$ cat config.mk
export PLATFORM = sky130hd
export DESIGN_NAME = ram_access_ctrl_flat
export DESIGN_NICKNAME = d
export VERILOG_FILES = /design/src/rtl/ram_access_ctrl_if.sv /design/src/rtl/ram_access_ctrl.sv /design/src/flat_wrapper.sv
export SDC_FILE = /design/constraint.sdc
export NUM_CORES = 1
export LEC_CHECK = 0
export CORE_MARGIN = 2
export CORE_UTILIZATION = 61
export DETAILED_ROUTE_END_ITERATION = 6
export DONT_BUFFER_PORTS = 1
export PLACE_DENSITY = 0.81
export SLEW_MARGIN = 40
export SYNTH_ARGS = -nofsm -noshare
export SYNTH_HDL_FRONTEND = slang
export SYNTH_SLANG_ARGS = --single-unit
$ cat constraint.sdc
create_clock -name clk -period 1.69 [get_ports clk]
set_input_delay 0.169 -clock clk [delete_from_list [all_inputs] [get_ports clk]]
set_output_delay 0.169 -clock clk [all_outputs]
set_load 0.005 [all_outputs]
$ cat src/rtl/ram_access_ctrl_if.sv
// Request/response and RAM-pin bundle for ram_access_ctrl.
// The master side is the requester and RAM environment; the slave side is the controller.
interface ram_access_ctrl_if #(
    parameter int DATA_WIDTH = 8,
    parameter int ADDR_WIDTH = 4,
    parameter int LEN_WIDTH  = 4
);
    logic                  req_valid;
    logic                  req_ready;
    logic                  req_write;
    logic [ADDR_WIDTH-1:0] req_addr;
    logic [DATA_WIDTH-1:0] req_wdata;
    logic [LEN_WIDTH-1:0]  req_len;
    logic                  rsp_valid;
    logic                  rsp_ready;
    logic [DATA_WIDTH-1:0] rsp_data;
    logic                  rsp_last;
    logic                  ram_write_enb;
    logic                  ram_read_enb;
    logic [ADDR_WIDTH-1:0] ram_address;
    logic [DATA_WIDTH-1:0] ram_data_in;
    logic [DATA_WIDTH-1:0] ram_data_out;
    logic                  busy;

    modport master (
        output req_valid, req_write, req_addr, req_wdata, req_len, rsp_ready, ram_data_out,
        input  req_ready, rsp_valid, rsp_data, rsp_last,
        input  ram_write_enb, ram_read_enb, ram_address, ram_data_in, busy
    );

    modport slave (
        input  req_valid, req_write, req_addr, req_wdata, req_len, rsp_ready, ram_data_out,
        output req_ready, rsp_valid, rsp_data, rsp_last,
        output ram_write_enb, ram_read_enb, ram_address, ram_data_in, busy
    );
endinterface

$ cat src/rtl/ram_access_ctrl.sv
// Single-port RAM initiator: one-cycle writes, burst reads with RD_LAT wait per beat.
// Latency 2+RD_LAT cycles per read beat; rsp backpressure stalls in RESP with no RAM access.
module ram_access_ctrl #(
    parameter int DATA_WIDTH = 8,
    parameter int ADDR_WIDTH = 4,
    parameter int LEN_WIDTH  = 4,
    parameter int RD_LAT     = 1
) (
    input  logic              clk,
    input  logic              reset,
    ram_access_ctrl_if.slave  bus
);
    localparam int CNT_W = (RD_LAT < 2) ? 1 : $clog2(RD_LAT + 1);

    typedef enum logic [2:0] {IDLE, WRITE, READ, WAIT, RESP} state_t;

    state_t                state_q;
    logic [ADDR_WIDTH-1:0] addr_q;
    logic [LEN_WIDTH-1:0]  len_q;
    logic [LEN_WIDTH-1:0]  beat_q;
    logic [CNT_W-1:0]      cnt_q;
    logic                  req_ready_q;
    logic                  rsp_valid_q;
    logic                  rsp_last_q;
    logic [DATA_WIDTH-1:0] rsp_data_q;
    logic                  ram_write_enb_q;
    logic                  ram_read_enb_q;
    logic [ADDR_WIDTH-1:0] ram_address_q;
    logic [DATA_WIDTH-1:0] ram_data_in_q;
    logic                  busy_q;

    logic                  last_d;
    logic [ADDR_WIDTH-1:0] addr_inc_d;

    always_comb begin
        last_d     = (beat_q == len_q);
        addr_inc_d = addr_q + ADDR_WIDTH'(1);
    end

    always_ff @(posedge clk or posedge reset) begin
        if (reset) begin
            state_q         <= IDLE;
            addr_q          <= '0;
            len_q           <= '0;
            beat_q          <= '0;
            cnt_q           <= '0;
            req_ready_q     <= 1'b0;
            rsp_valid_q     <= 1'b0;
            rsp_last_q      <= 1'b0;
            rsp_data_q      <= '0;
            ram_write_enb_q <= 1'b0;
            ram_read_enb_q  <= 1'b0;
            ram_address_q   <= '0;
            ram_data_in_q   <= '0;
            busy_q          <= 1'b0;
        end else begin
            // Enables are single-cycle pulses; only the states below re-raise them.
            ram_write_enb_q <= 1'b0;
            ram_read_enb_q  <= 1'b0;
            case (state_q)
                IDLE: begin
                    req_ready_q <= 1'b1;
                    if (bus.req_valid && req_ready_q) begin
                        req_ready_q   <= 1'b0;
                        busy_q        <= 1'b1;
                        addr_q        <= bus.req_addr;
                        len_q         <= bus.req_len;
                        beat_q        <= '0;
                        ram_address_q <= bus.req_addr;
                        if (bus.req_write) begin
                            ram_data_in_q   <= bus.req_wdata;
                            ram_write_enb_q <= 1'b1;
                            state_q         <= WRITE;
                        end else begin
                            ram_read_enb_q <= 1'b1;
                            state_q        <= READ;
                        end
                    end
                end
                WRITE: begin
                    busy_q      <= 1'b0;
                    req_ready_q <= 1'b1;
                    state_q     <= IDLE;
                end
                READ: begin
                    cnt_q   <= CNT_W'(RD_LAT);
                    state_q <= WAIT;
                end
                WAIT: begin
                    cnt_q <= cnt_q - CNT_W'(1);
                    if (cnt_q == CNT_W'(1)) begin
                        rsp_data_q  <= bus.ram_data_out;
                        rsp_last_q  <= last_d;
                        rsp_valid_q <= 1'b1;
                        state_q     <= RESP;
                    end
                end
                RESP: begin
                    if (bus.rsp_ready) begin
                        rsp_valid_q <= 1'b0;
                        rsp_last_q  <= 1'b0;
                        if (rsp_last_q) begin
                            busy_q      <= 1'b0;
                            req_ready_q <= 1'b1;
                            state_q     <= IDLE;
                        end else begin
                            beat_q         <= beat_q + LEN_WIDTH'(1);
                            addr_q         <= addr_inc_d;
                            ram_address_q  <= addr_inc_d;
                            ram_read_enb_q <= 1'b1;
                            state_q        <= READ;
                        end
                    end
                end
                default: state_q <= IDLE;
            endcase
        end
    end

    assign bus.req_ready     = req_ready_q;
    assign bus.rsp_valid     = rsp_valid_q;
    assign bus.rsp_last      = rsp_last_q;
    assign bus.rsp_data      = rsp_data_q;
    assign bus.ram_write_enb = ram_write_enb_q;
    assign bus.ram_read_enb  = ram_read_enb_q;
    assign bus.ram_address   = ram_address_q;
    assign bus.ram_data_in   = ram_data_in_q;
    assign bus.busy          = busy_q;
endmodule
$ cat src/flat_wrapper.sv
// flat-port wrapper written by rule: the top's interface ports become plain ports
module ram_access_ctrl_flat 
#(
    parameter int DATA_WIDTH = 8,
    parameter int ADDR_WIDTH = 4,
    parameter int LEN_WIDTH  = 4,
    parameter int RD_LAT     = 1
)
  (clk, reset, bus_req_valid, bus_req_write, bus_req_addr, bus_req_wdata, bus_req_len, bus_rsp_ready, bus_ram_data_out, bus_req_ready, bus_rsp_valid, bus_rsp_data, bus_rsp_last, bus_ram_write_enb, bus_ram_read_enb, bus_ram_address, bus_ram_data_in, bus_busy);
  ram_access_ctrl_if #(.DATA_WIDTH(DATA_WIDTH), .ADDR_WIDTH(ADDR_WIDTH), .LEN_WIDTH(LEN_WIDTH)) bus_i ();
  input  logic clk;
  input  logic reset;
  input wire logic [$bits(bus_i.req_valid)-1:0] bus_req_valid;
  input wire logic [$bits(bus_i.req_write)-1:0] bus_req_write;
  input wire logic [$bits(bus_i.req_addr)-1:0] bus_req_addr;
  input wire logic [$bits(bus_i.req_wdata)-1:0] bus_req_wdata;
  input wire logic [$bits(bus_i.req_len)-1:0] bus_req_len;
  input wire logic [$bits(bus_i.rsp_ready)-1:0] bus_rsp_ready;
  input wire logic [$bits(bus_i.ram_data_out)-1:0] bus_ram_data_out;
  output wire logic [$bits(bus_i.req_ready)-1:0] bus_req_ready;
  output wire logic [$bits(bus_i.rsp_valid)-1:0] bus_rsp_valid;
  output wire logic [$bits(bus_i.rsp_data)-1:0] bus_rsp_data;
  output wire logic [$bits(bus_i.rsp_last)-1:0] bus_rsp_last;
  output wire logic [$bits(bus_i.ram_write_enb)-1:0] bus_ram_write_enb;
  output wire logic [$bits(bus_i.ram_read_enb)-1:0] bus_ram_read_enb;
  output wire logic [$bits(bus_i.ram_address)-1:0] bus_ram_address;
  output wire logic [$bits(bus_i.ram_data_in)-1:0] bus_ram_data_in;
  output wire logic [$bits(bus_i.busy)-1:0] bus_busy;
  assign bus_i.req_valid = bus_req_valid;
  assign bus_i.req_write = bus_req_write;
  assign bus_i.req_addr = bus_req_addr;
  assign bus_i.req_wdata = bus_req_wdata;
  assign bus_i.req_len = bus_req_len;
  assign bus_i.rsp_ready = bus_rsp_ready;
  assign bus_i.ram_data_out = bus_ram_data_out;
  assign bus_req_ready = bus_i.req_ready;
  assign bus_rsp_valid = bus_i.rsp_valid;
  assign bus_rsp_data = bus_i.rsp_data;
  assign bus_rsp_last = bus_i.rsp_last;
  assign bus_ram_write_enb = bus_i.ram_write_enb;
  assign bus_ram_read_enb = bus_i.ram_read_enb;
  assign bus_ram_address = bus_i.ram_address;
  assign bus_ram_data_in = bus_i.ram_data_in;
  assign bus_busy = bus_i.busy;
  ram_access_ctrl #(.DATA_WIDTH(DATA_WIDTH), .ADDR_WIDTH(ADDR_WIDTH), .LEN_WIDTH(LEN_WIDTH), .RD_LAT(RD_LAT)) u_core (.clk(clk), .reset(reset), .bus(bus_i));
endmodule
# [Word level (Yosys, flattened, before mapping)]
# Cells that the tools add are included.
[op_classes] magnitude_cmp=0 multipliers=0 div_mod_pow=0 n_eq_ne=10 reduce_logical=14 add_sub_neg=3 muxes=36 n_bitwise=0 shift=0
[op_table] op="$mux 4" count=6
[op_table] op="$mux 1" count=16
[op_table] op="$pmux 4 s2" count=2
[op_table] op="$pmux 3 s4" count=1
[op_table] op="$reduce_and 3->1" count=4
[op_table] op="$mux 3" count=3
[op_table] op="$add 4x1->4 const B" count=2
[op_table] op="$pmux 1 s2" count=4
[op_table] op="$reduce_and 4->1" count=2
[op_table] op="$eq 3x2->1 const B" count=2
[op_table] op="$ne 2x1->1 const B" count=3
[op_table] op="$pmux 1 s3" count=2
[op_table] op="$reduce_bool 2->1" count=3
[op_table] op="$eq 4x4->1" count=1
[op_table] op="$mux 2" count=2
[op_table] op="$ne 2x2->1 const B" count=2
[op_table] op="$reduce_and 2->1" count=2
[op_table] op="$eq 3x1->1 const B" count=1
[op_table] op="$eq 3x3->1 const B" count=1
[op_table] op="$logic_not 3->1" count=1
[op_table] op="$reduce_bool 3->1" count=1
[op_table] op="$logic_and 1x1->1" count=1
[op_table] op="$sub 1x1->1 const B" count=1
[totals] wordCells=76 latchBits=0 n_memories=0 out_inout_bits=26 rom_bits=0 reg_bits=38 ram_bits=0

# [Longest topological paths before layout]
# Gate-level depths: netlist of run 1.
[depth] ltp_word=4 mapped_depth=6 ltp_nobuf=4

# [Worst setup path after synthesis of run 1]
# OpenSTA, ideal clock, no wires.
[synth_path] kind="register to register" start="register u_core.state_q[1]" end="register u_core.ram_address_q[3] (netlist: u_core.bus.ram_address[3])" synth_period_minus_slack_ns=1.499 n_path_buf=1 setup_slack_ns=0.191 arrival_ns=1.376 path_stages_with_launch=6 cell_sequence="dfrtp_1 > buf_6 > or3b_4 > or3_1 > o21ai_2 > a21oi_2"
[synth_between] elab_chain_len=3 elab_cells_between_ends=8 classes_between="4 x eq/ne; 1 x mux; 3 x reduce/logical"
[synth_rtl] element="from (decl)" line_no="ram_access_ctrl.sv:17" rtl="state_t state_q;"
[synth_rtl] element="from (signal assigned)" line_no="ram_access_ctrl.sv:42" rtl="state_q <= IDLE;"
[synth_rtl] element="from (signal assigned)" line_no="ram_access_ctrl.sv:73" rtl="state_q <= WRITE;"
[synth_rtl] element="from (signal assigned)" line_no="ram_access_ctrl.sv:76" rtl="state_q <= READ;"
[synth_rtl] element="$eq 3x3->1 / $logic_not 3->1 (equally long branches)" line_no="ram_access_ctrl.sv:60" rtl="case (state_q)"
[synth_rtl] element="$ne 2x2->1 (no source line), or another cell as far along"
[synth_rtl] element="$reduce_and 4->1 (no source line)"
[synth_rtl] element="to (signal assigned)" line_no="ram_access_ctrl.sv:69" rtl="ram_address_q <= bus.req_addr;"
[synth_rtl] element="to (signal assigned)" line_no="ram_access_ctrl.sv:109" rtl="ram_address_q <= addr_inc_d;"
[synth_rtl] element="to (decl)" line_no="ram_access_ctrl.sv:28" rtl="logic [ADDR_WIDTH-1:0] ram_address_q;"
# Several ways; a longest one is shown, not always the timed one.
# A chain may end at the register's enable or synchronous reset.

# [Worst setup path after layout of run 1]
[layout_path] start="register u_core.state_q[1]" end="register u_core.beat_q[2]"
[layout_between] elab_chain_len=3 elab_cells_between_ends=8 classes_between="4 x eq/ne; 1 x mux; 3 x reduce/logical"
[layout_rtl] element="$eq 3x3->1 / $logic_not 3->1 (equally long branches)" line_no="ram_access_ctrl.sv:60"
[layout_rtl] element="$ne 2x2->1 (no source line), or another cell as far along"
[layout_rtl] element="$reduce_and 4->1 (no source line)"
[layout_rtl] element="to (signal assigned)" line_no="ram_access_ctrl.sv:107" rtl="beat_q <= beat_q + LEN_WIDTH'(1);"
[layout_rtl] element="to (decl)" line_no="ram_access_ctrl.sv:20" rtl="logic [LEN_WIDTH-1:0] beat_q;"
# Several ways; a longest one is shown, not always the timed one.

==> impl_metrics.csv, run 1 <==
group,metric,value,unit
synth,async_reset_ff_frac,1.00,
synth,seq_area_frac_synth,0.552,
die,dieHeight,57.1,um
worst_setup_path,slowest_stage,"dfrtp_1",
pwr,power.density,1670,mW/mm2
outcome,status,"completed",
worst_setup_path,path_cells,"nor2_1 > o211a_1 > o31a_1 > mux2i_1",
grt,track_usage,0.236,
drt,vias,1228,
timing,finalClockSkew,0.00721,ns
timing,setup_viol_count_final,0,
pwr,netSwitchingFraction,0.324,
layout,final_cell_mix,"dfrtp_1, dlygate4sd3_1, mux2_2, nand2_1",
synth,synthSimpleGateAreaFrac,0.131,
synth,ys.flop_type,"dfrtp_1",
layout,layout_commonest_cell,"dfrtp_1",
placed_design,gp_congestion,0.780,
clock_network,clk_pin_slew_worst_paths,0.11,ns
timing,rsz0062_at_grt,"false",
grt,overflow,0,
worst_setup_path,worstSetupPathType,"flip-flop to flip-flop",
pwr,p_total,3.53,mW
synth,synth-compound-area-share,0.0937,
layout,fill_cells,176,
clock_network,cts_max_path_buffers,2,
drt,drt-wirelength-per-cell,16.7,um
synth,yosys_warnings,0,
drt,drc,0,
die,die_x,57.1,um
synth,syn_inst,145,
timing,slew_violations,0,
layout,num_antenna_cells,0,
clock_network,cts_tree,"yes",
die,initial_core_util,0.636,
timing,setup_tns,0,ns
synth,synth_area,0.00172,mm2
drt,via_per_inst,5.90,
worst_setup_path,crit_path_end_kind,"flip-flop",
synth,synthDistinctLibCells,39,
pwr,internal-power,2.39,mW
grt,grt_antenna_before_repair,0,
timing,worst_hold_slack,0.0257,ns
clock_network,clkLatencyLatePin,0.34,ns
pwr,clkPwrFrac,0.225,
timing,tightest_slew,0.460,ns
clock_network,cts_made_buffers,5,
placed_design,port_buffers,0,
timing,hold_violations,0,
pwr,combPwrFrac,0.299,
flow_run,drv_cap,0,
clock_network,htreeDepth,2,
pwr,power_switching,1.15,mW
timing,slew_headroom,0.693,
synth,syn_avg_cell_area,11.9,um2
die,top_level_ports,55,
layout,syn_to_final_growth,22.9,%
clock_network,cts_setup_buffers,0,
timing,fin_crit_sh,0.953,
pwr,p_leak,0.935,nW
grt,grt_max_degree,39,
die,core_area,0.00271,mm2
worst_setup_path,slowest_delay,0.50,ns
worst_setup_path,crit_path_start_kind,"flip-flop",
placed_design,dpl.hpwl,2260,um
layout,drive_gt1_frac,0.215,
synth,synth_nets,176,
worst_setup_path,worstPathMaxFanout,10,
layout,layout.nets,207,
drt,first_iter_violations,47,
synth,synth_edf_count,0,
synth,synth_top_family_by_area,"multiplexers",
synth,synthMuxAreaShare,0.148,
timing,fin_crit,1.61,ns
synth,synthAdderAreaFrac,0.0145,
timing,fmaxAchievable,621,MHz
synth,synth_seq_cells,38,
grt,grt_pass1_vias,1274,
drt,routed_wl,3480,um
pwr,p_seq_frac,0.476,
clock_network,cts-root-buf,"clkbuf_4",
grt,grt_pass1_wl,5730,um
worst_setup_path,cp.required,1.92,ns
die,rows,19,
drt,postRouteAntennaNets,0,
worst_setup_path,arrival,1.84,ns
die,fp.dieArea,0.00327,mm2
pwr,ir_drop,1520,uV
drt,firstDrtPassIters,4,
clock_network,cts.sinks,38,
synth,synthXorXnorAreaFrac,0.0254,
min_path,min-delay-path-class,"primary input to flip-flop",
-- cells by family (layout without fill, tap and decap cells) --
| logic type | Yosys count | after routing |
|---|---|---|
| AND/OR/NAND/NOR | 41 | 41 |
| flip-flops | 38 | 38 |
| AO/OA/AOI/OAI | 25 | 25 |
| multiplexers | 23 | 23 |
| buffers and inverters | 11 | 43 |
| XOR/XNOR | 5 | 5 |
| adder cells (fa/ha/maj) | 2 | 2 |
-- final cells by class --
| type | instances | area [um2] | area share |
|---|---|---|---|
| Clock buffer | 6 | 51.3 | 0.0242 |
| Multi-Input combinational cell | 96 | 711 | 0.335 |
| Sequential cell | 38 | 951 | 0.449 |
| Timing Repair Buffer | 30 | 288 | 0.136 |
| Tap cell | 31 | 38.8 | 0.0183 |
| Clock inverter | 2 | 60.1 | 0.0284 |
| Inverter | 5 | 18.8 | 0.00886 |
-- what timing repair did --
action                                 4_1_cts  5_1_grt
hold buffers                                25        0
endpoints found under the hold margin       64        0
gates resized for setup                      0        0
-- cell usage after synthesis, drive strengths merged (2+ instances only) --
cell / number / area (um2)
dfrtp: 38 / 951
inv: 5 / 18.8
ha: 2 / 25.0
nand2: 14 / 52.6
a31oi: 2 / 12.5
mux2i: 3 / 30.0
nor3b: 2 / 26.3
xnor2: 4 / 35.0
o21ai: 6 / 33.8
buf: 6 / 42.5
a21oi: 8 / 43.8
nand3: 8 / 45.0
mux2: 20 / 225
nor2: 6 / 22.5
o21a: 2 / 15.0
-- state kept, by name, indices dropped and copies added, names as in the netlist --
register	count
u_core.bus.req_ready	1
u_core.state_q	3
u_core.bus.rsp_valid	1
u_core.len_q	4
u_core.bus.rsp_data	8
u_core.bus.ram_data_in	8
u_core.beat_q	4
u_core.cnt_q	1
u_core.bus.rsp_last	1
u_core.bus.ram_write_enb	1
u_core.bus.ram_address	4
u_core.bus.busy	1
u_core.bus.ram_read_enb	1
-- metal layers --
metal / routed length, um / vias to the layer above / global-route usage
met4: 9 / 0 / 0.0797
li1: - / 570 / -
met1: 1310 / 613 / 0.246
met3: 223 / 2 / 0.0975
met5: 0 / - / 0
met2: 1940 / 43 / 0.427
-- critical path: cells and delay by family (launching register included) --
kind | cells | cell delay [ns]
muxes | 1 | 0.07
AOI/OAI and AO/OA | 2 | 0.59
and+or+nand+nor | 1 | 0.33
DFF | 1 | 0.50
-- metrics by stage --
stage          cell area, um2  setup slack (ns)  cells   util
6_report                 2120            0.0797    208  0.782
2_1_floorplan            1720             0.191    145      -
3_3_place_gp             1760             0.157    175  0.648
3_5_place_dp             1760             0.100    175  0.648
4_1_cts                  2120            0.0706    208  0.782
5_1_grt                  2120           0.00848    208  0.782
-- path summary, 6_finish.rpt --
kind                                                    start                               endpoint  slack [ns]  cells after the start
worst min register to register   u_core.beat_q[3]$_DFFE_PP0P_           u_core.beat_q[3]$_DFFE_PP0P_        0.53                      1
min in group asynchronous                               reset           u_core.beat_q[0]$_DFFE_PP0P_        0.37                      3
worst max-delay path            u_core.state_q[1]$_DFFE_PP0P_           u_core.beat_q[2]$_DFFE_PP0P_        0.08                      4
max in group asynchronous                               reset            u_core.bus.busy$_DFFE_PP0P_        1.00                      3
worst max register to register  u_core.state_q[1]$_DFFE_PP0P_           u_core.beat_q[2]$_DFFE_PP0P_        0.08                      4
worst min-delay path                          bus_req_addr[3]  u_core.bus.ram_address[3]$_DFFE_PP0P_        0.03                      2
-- power groups by stage --
| stage | logic, mW | registers (mW) | clock network, mW |
|---|---|---|---|
| final | 1.06 | 1.68 | 0.795 |
| after global routing | 1.17 | 1.74 | 0.850 |
| after CTS | 1.05 | 1.67 | 0.804 |
| after detailed placement | 1.00 | 1.70 | 0 |
| after global placement | 0.945 | 1.67 | 0 |
| after floorplan | 0.914 | 1.57 | 0 |
No activity file was read; power rests on OpenSTA's default activity.
==> run 2: changes to the inputs <==
--- a/config.mk
+++ b/config.mk
@@ -5,6 +5,7 @@
 export SDC_FILE = /design/constraint.sdc
 export NUM_CORES = 1
 export LEC_CHECK = 0
+export CORE_ASPECT_RATIO = 0.6
 export CORE_MARGIN = 2
 export CORE_UTILIZATION = 61
 export DETAILED_ROUTE_END_ITERATION = 6
==> impl_metrics.csv, run 2 (synthesized netlist as in run 1, its figures left out) <==
group,metric,value,unit
outcome,status,"completed",
pwr,clkPwrFrac,0.185,
worst_setup_path,crit_path_end_kind,"flip-flop",
drt,vias,1143,
drt,postRouteAntennaNets,0,
grt,track_usage,0.222,
min_path,min_to,"u_core.bus.ram_address[1]$_DFFE_PP0P_",
worst_setup_path,worstPathMaxFanout,8,
layout,final_cell_mix,"dfrtp_1, mux2_2, nand2_1, nand3_1, a21oi_1",
grt,grt_antenna_before_repair,0,
pwr,ir_drop,837,uV
clock_network,cts_made_buffers,5,
worst_setup_path,worstSetupPathType,"flip-flop to flip-flop",
pwr,power.density,1780,mW/mm2
die,top_level_ports,55,
grt,grt_max_degree,39,
clock_network,cts_max_path_buffers,2,
worst_setup_path,r2r_cells,4,
timing,setup_tns,0,ns
min_path,min-delay-path-class,"primary input to flip-flop",
worst_setup_path,arrival,1.74,ns
worst_setup_path,cp.required,1.85,ns
flow_run,drv_cap,0,
layout,fin_area,0.00187,mm2
timing,rsz0062_at_grt,"false",
drt,via_per_inst,6.15,
worst_setup_path,reg2reg_to,"u_core.bus.ram_address[3]$_DFFE_PP0P_",
clock_network,cts.sinks,38,
drt,drt-wirelength-per-cell,17.7,um
die,fp.dieArea,0.00328,mm2
layout,layout_commonest_cell,"dfrtp_1",
layout,num_antenna_cells,0,
drt,firstDrtPassIters,4,
timing,slew_headroom,0.691,
clock_network,htreeDepth,2,
timing,tightest_slew,0.464,ns
worst_setup_path,reg2reg_from,"u_core.state_q[1]$_DFFE_PP0P_",
timing,setup_viol_count_final,0,
drt,first_iter_violations,109,
timing,fin_crit_sh,0.934,
layout,drive_gt1_frac,0.247,
worst_setup_path,crit_path_start_kind,"flip-flop",
pwr,combPwrFrac,0.305,
worst_setup_path,regToRegSetupSlack,0.11,ns
drt,routed_wl,3280,um
grt,overflow,0,
timing,fmaxAchievable,634,MHz
timing,hold_violations,0,
placed_design,postPlaceCellArea,0.00176,mm2
timing,finalClockSkew,0.00375,ns
timing,fin_crit,1.58,ns
clock_network,clk_pin_slew_worst_paths,0.07,ns
pwr,p_seq_frac,0.510,
placed_design,port_buffers,0,
clock_network,clkLatencyLatePin,0.28,ns
pwr,p_leak,0.819,nW
die,rows,14,
layout,layout.nets,184,
timing,slew_violations,0,
min_path,hold_start,"bus_req_addr[1]",
die,die_x,72.6,um
die,initial_core_util,0.665,
drt,drc,0,
timing,worst_hold_slack,0.0379,ns
pwr,netSwitchingFraction,0.342,
clock_network,cts-root-buf,"clkbuf_8",
die,dieHeight,45.2,um
pwr,power_switching,1.13,mW
placed_design,gp_congestion,0.844,
layout,fill_cells,186,
placed_design,dpl.hpwl,2450,um
die,core_area,0.00259,mm2
grt,grt_pass1_vias,1127,
clock_network,cts_tree,"yes",
grt,grt_pass1_wl,5380,um
pwr,internal-power,2.19,mW
layout,syn_to_final_growth,8.50,%
min_path,min_path_cells,2,
==> run 2: worst max-delay path by stage <==
stage,from,endpoint,slack (ns),cells past startpoint
6_report,u_core.state_q[1]$_DFFE_PP0P_,u_core.bus.ram_address[3]$_DFFE_PP0P_,0.11,4
5_1_grt,u_core.state_q[1]$_DFFE_PP0P_,u_core.bus.ram_data_in[5]$_DFFE_PP0P_,0.03,3
4_1_cts,u_core.state_q[1]$_DFFE_PP0P_,u_core.bus.ram_address[3]$_DFFE_PP0P_,0.11,4
3_5_place_dp,u_core.state_q[1]$_DFFE_PP0P_,u_core.bus.ram_address[3]$_DFFE_PP0P_,0.12,4
3_3_place_gp,u_core.state_q[1]$_DFFE_PP0P_,u_core.bus.ram_address[3]$_DFFE_PP0P_,0.17,4
2_1_floorplan,u_core.state_q[1]$_DFFE_PP0P_,u_core.bus.ram_address[3]$_DFFE_PP0P_,0.19,5
==> run 2: metrics by stage <==
step / worst slack, ns / std cells / util / power, mW
floorplan: 0.191 / 145 / - / 2.49
global placement: 0.169 / 176 / 0.678 / 2.62
detailed placement: 0.118 / 176 / 0.678 / 2.72
CTS: 0.111 / 186 / 0.721 / 3.34
global route: 0.0262 / 186 / 0.721 / 3.56
finish: 0.112 / 186 / 0.721 / 3.32
==> run 2: repair_timing <==
action / in CTS / in global routing
resized for setup: 0 / 1
hold buffers: 2 / 0
setup buffers: 0 / 0
setup endpoints to repair: 0 / 1
endpoints found under the hold margin: 39 / 0
==> run 2: final cells by class <==
cell class,count,area (um2),area share
clock inverter,1,5.00,0.00268
inverter,5,18.8,0.0100
sequential,38,951,0.509
clock buffer,7,86.3,0.0462
tap,32,40.0,0.0214
multi-input combinational,96,711,0.380
timing repair buffer,7,57.6,0.0308
==> run 2: power groups by stage <==
stage                     clock network [mW]  logic [mW]  registers, mW
final                                  0.614        1.01           1.69
after floorplan                            0       0.914           1.57
after global routing                   0.675        1.13           1.76
after global placement                     0       0.942           1.68
after CTS                              0.627        1.01           1.70
after detailed placement                   0        1.01           1.71
==> run 2: routing by layer <==
metal | vias up | wire [um] | global-route usage
li1 | 523 | - | -
met1 | 567 | 1450 | 0.295
met2 | 53 | 1570 | 0.355
met3 | 0 | 266 | 0.0781
met4 | 0 | 0 | 0.0556
met5 | - | 0 | 0
==> run 2: worst max-delay path: stages, from the launching register on <==
cell     delay, ns
dfrtp_1       0.48
or3b_4        0.47
or3_1         0.37
o21ai_2       0.07
a21oi_2       0.07
==> run 3: changes to the inputs <==
--- a/config.mk
+++ b/config.mk
@@ -5,12 +5,14 @@
 export SDC_FILE = /design/constraint.sdc
 export NUM_CORES = 1
 export LEC_CHECK = 0
+export CELL_PAD_IN_SITES_DETAIL_PLACEMENT = 1
+export CELL_PAD_IN_SITES_GLOBAL_PLACEMENT = 1
 export CORE_ASPECT_RATIO = 0.6
 export CORE_MARGIN = 2
-export CORE_UTILIZATION = 61
+export CORE_UTILIZATION = 47
 export DETAILED_ROUTE_END_ITERATION = 6
 export DONT_BUFFER_PORTS = 1
-export PLACE_DENSITY = 0.81
+export PLACE_DENSITY = 0.8
 export SLEW_MARGIN = 40
 export SYNTH_ARGS = -nofsm -noshare
 export SYNTH_HDL_FRONTEND = slang
==> impl_metrics.csv, run 3 (synthesized netlist as in run 1, its figures left out) <==
group,metric,value,unit
worst_setup_path,cp.required,1.87,ns
worst_setup_path,regToRegSetupSlack,0.06,ns
worst_setup_path,crit_family,"simple AND/OR/NAND/NOR gates",
layout,final_cell_mix,"dfrtp_1, mux2_2, nand2_1, nand3_1, a21oi_1",
timing,finalClockSkew,0.00530,ns
worst_setup_path,slowest_stage,"dfrtp_1",
placed_design,postPlaceCellArea,0.00177,mm2
pwr,clkPwrFrac,0.252,
worst_setup_path,crit_path_start_kind,"flip-flop",
placed_design,gp_congestion,0.814,
drt,vias,1165,
drt,drc,0,
layout,drive_gt1_frac,0.258,
layout,layout_commonest_cell,"dfrtp_1",
pwr,p_leak,0.844,nW
clock_network,cts_max_path_buffers,2,
layout,fin_cells,200,
timing,tightest_slew,0.462,ns
drt,routed_wl,4100,um
grt,grt_pass1_wl,6640,um
timing,fin_ws,0.0622,ns
layout,syn_to_final_growth,12.9,%
drt,drt-wirelength-per-cell,20.5,um
flow_run,drv_cap,0,
die,core_area,0.00338,mm2
grt,track_usage,0.223,
timing,setup_viol_count_final,0,
timing,setup_tns,0,ns
clock_network,clkLatencyLatePin,0.30,ns
clock_network,cts_made_buffers,5,
worst_setup_path,slowest_delay,0.50,ns
drt,via_per_inst,5.83,
clock_network,cts.sinks,38,
die,initial_core_util,0.509,
layout,fin_area,0.00194,mm2
timing,fin_crit,1.63,ns
clock_network,cts_tree,"yes",
clock_network,htreeDepth,2,
die,rows,16,
pwr,power_switching,1.26,mW
pwr,combPwrFrac,0.287,
timing,fmaxAchievable,614,MHz
timing,fin_crit_sh,0.963,
drt,firstDrtPassIters,4,
drt,first_iter_violations,70,
layout,fill_cells,346,
grt,grt_max_degree,39,
pwr,netSwitchingFraction,0.340,
worst_setup_path,worstPathMaxFanout,8,
outcome,status,"completed",
die,top_level_ports,55,
timing,slew_violations,0,
worst_setup_path,crit_path_end_kind,"flip-flop",
placed_design,dp_slack,0.0857,ns
grt,grt_pass1_vias,1290,
timing,slew_headroom,0.692,
layout,utilization,0.575,
die,dieHeight,50.9,um
worst_setup_path,path_cells,"or3b_4 > or3_1 > o21ai_2 > a21oi_2",
grt,grt_antenna_before_repair,0,
timing,worst_hold_slack,0.0187,ns
clock_network,cts_setup_buffers,0,
clock_network,clk_pin_slew_worst_paths,0.08,ns
min_path,min-delay-path-class,"primary input to flip-flop",
timing,hold_violations,0,
die,fp.dieArea,0.00418,mm2
worst_setup_path,worstSetupPathType,"flip-flop to flip-flop",
layout,num_antenna_cells,0,
worst_setup_path,worst-path-buf-inv,0,
clock_network,cts-root-buf,"clkbuf_8",
drt,postRouteAntennaNets,0,
grt,overflow,0,
pwr,p_seq_frac,0.461,
die,die_x,82.2,um
pwr,power.density,1910,mW/mm2
worst_setup_path,arrival,1.81,ns
timing,rsz0062_at_grt,"false",
pwr,ir_drop,805,uV
placed_design,dpl.hpwl,2820,um
placed_design,dp.cells,189,
placed_design,port_buffers,0,
layout,layout.nets,185,
pwr,internal-power,2.46,mW
pwr,p_total,3.72,mW
## run 3: changes by cell type in the layout (fill, tap and decap cells not counted), sizes merged
cell and change:
bufinv +2, clkbuf -2, dlygate4sd3 +1
## run 3: worst reg2reg max path, delay by kind of cell (launching register included)
family / cells / cell delay (ns)
and+or+nand+nor: 2 / 0.86
AOI/OAI and AO/OA: 2 / 0.14
DFF: 1 / 0.50
## run 3: what timing repair did
action	in CTS	in global routing
hold buffers	3	0
gates resized for setup	0	2
setup endpoints to repair	0	11
hold endpoints to repair	40	0
## run 3: power groups by stage
| stage | Clock, mW | Combinational, mW | Sequential (mW) |
|---|---|---|---|
| 5_1_grt | 0.989 | 1.19 | 1.78 |
| 3_3_place_gp | 0 | 0.961 | 1.68 |
| 2_1_floorplan | 0 | 0.914 | 1.57 |
| 3_5_place_dp | 0 | 1.04 | 1.72 |
| 4_1_cts | 0.949 | 1.08 | 1.72 |
| 6_report | 0.937 | 1.07 | 1.71 |
## run 3: routing by layer
layer / share of wire / track usage / vias up
met2: 0.52 / 0.390 / 47
met3: 0.076 / 0.0848 / 7
met4: 0.015 / 0.0694 / 0
li1: - / - / 522
met1: 0.39 / 0.253 / 589
met5: 0 / 0 / -
## run 3: final timing paths
| path | startpoint | to | depth (start not counted) |
|---|---|---|---|
| max | u_core.state_q[1]$_DFFE_PP0P_ | u_core.bus.ram_address[3]$_DFFE_PP0P_ | 4 |
| min | bus_req_wdata[1] | u_core.bus.ram_data_in[1]$_DFFE_PP0P_ | 1 |
| max reg2reg | u_core.state_q[1]$_DFFE_PP0P_ | u_core.bus.ram_address[3]$_DFFE_PP0P_ | 4 |
| min reg2reg | u_core.beat_q[3]$_DFFE_PP0P_ | u_core.beat_q[3]$_DFFE_PP0P_ | 1 |
| max in group asynchronous | reset | u_core.bus.ram_data_in[0]$_DFFE_PP0P_ | 3 |
| min in group asynchronous | reset | u_core.bus.rsp_data[1]$_DFFE_PP0P_ | 3 |
## run 3: cell type report
class / count / area [um2] / share of cell area
Clock buffer: 5 / 68.8 / 0.0354
Clock inverter: 3 / 68.8 / 0.0354
Multi-Input combinational cell: 96 / 713 / 0.367
Inverter: 5 / 18.8 / 0.00965
Timing Repair Buffer: 8 / 67.6 / 0.0347
Tap cell: 45 / 56.3 / 0.0290
Sequential cell: 38 / 951 / 0.489
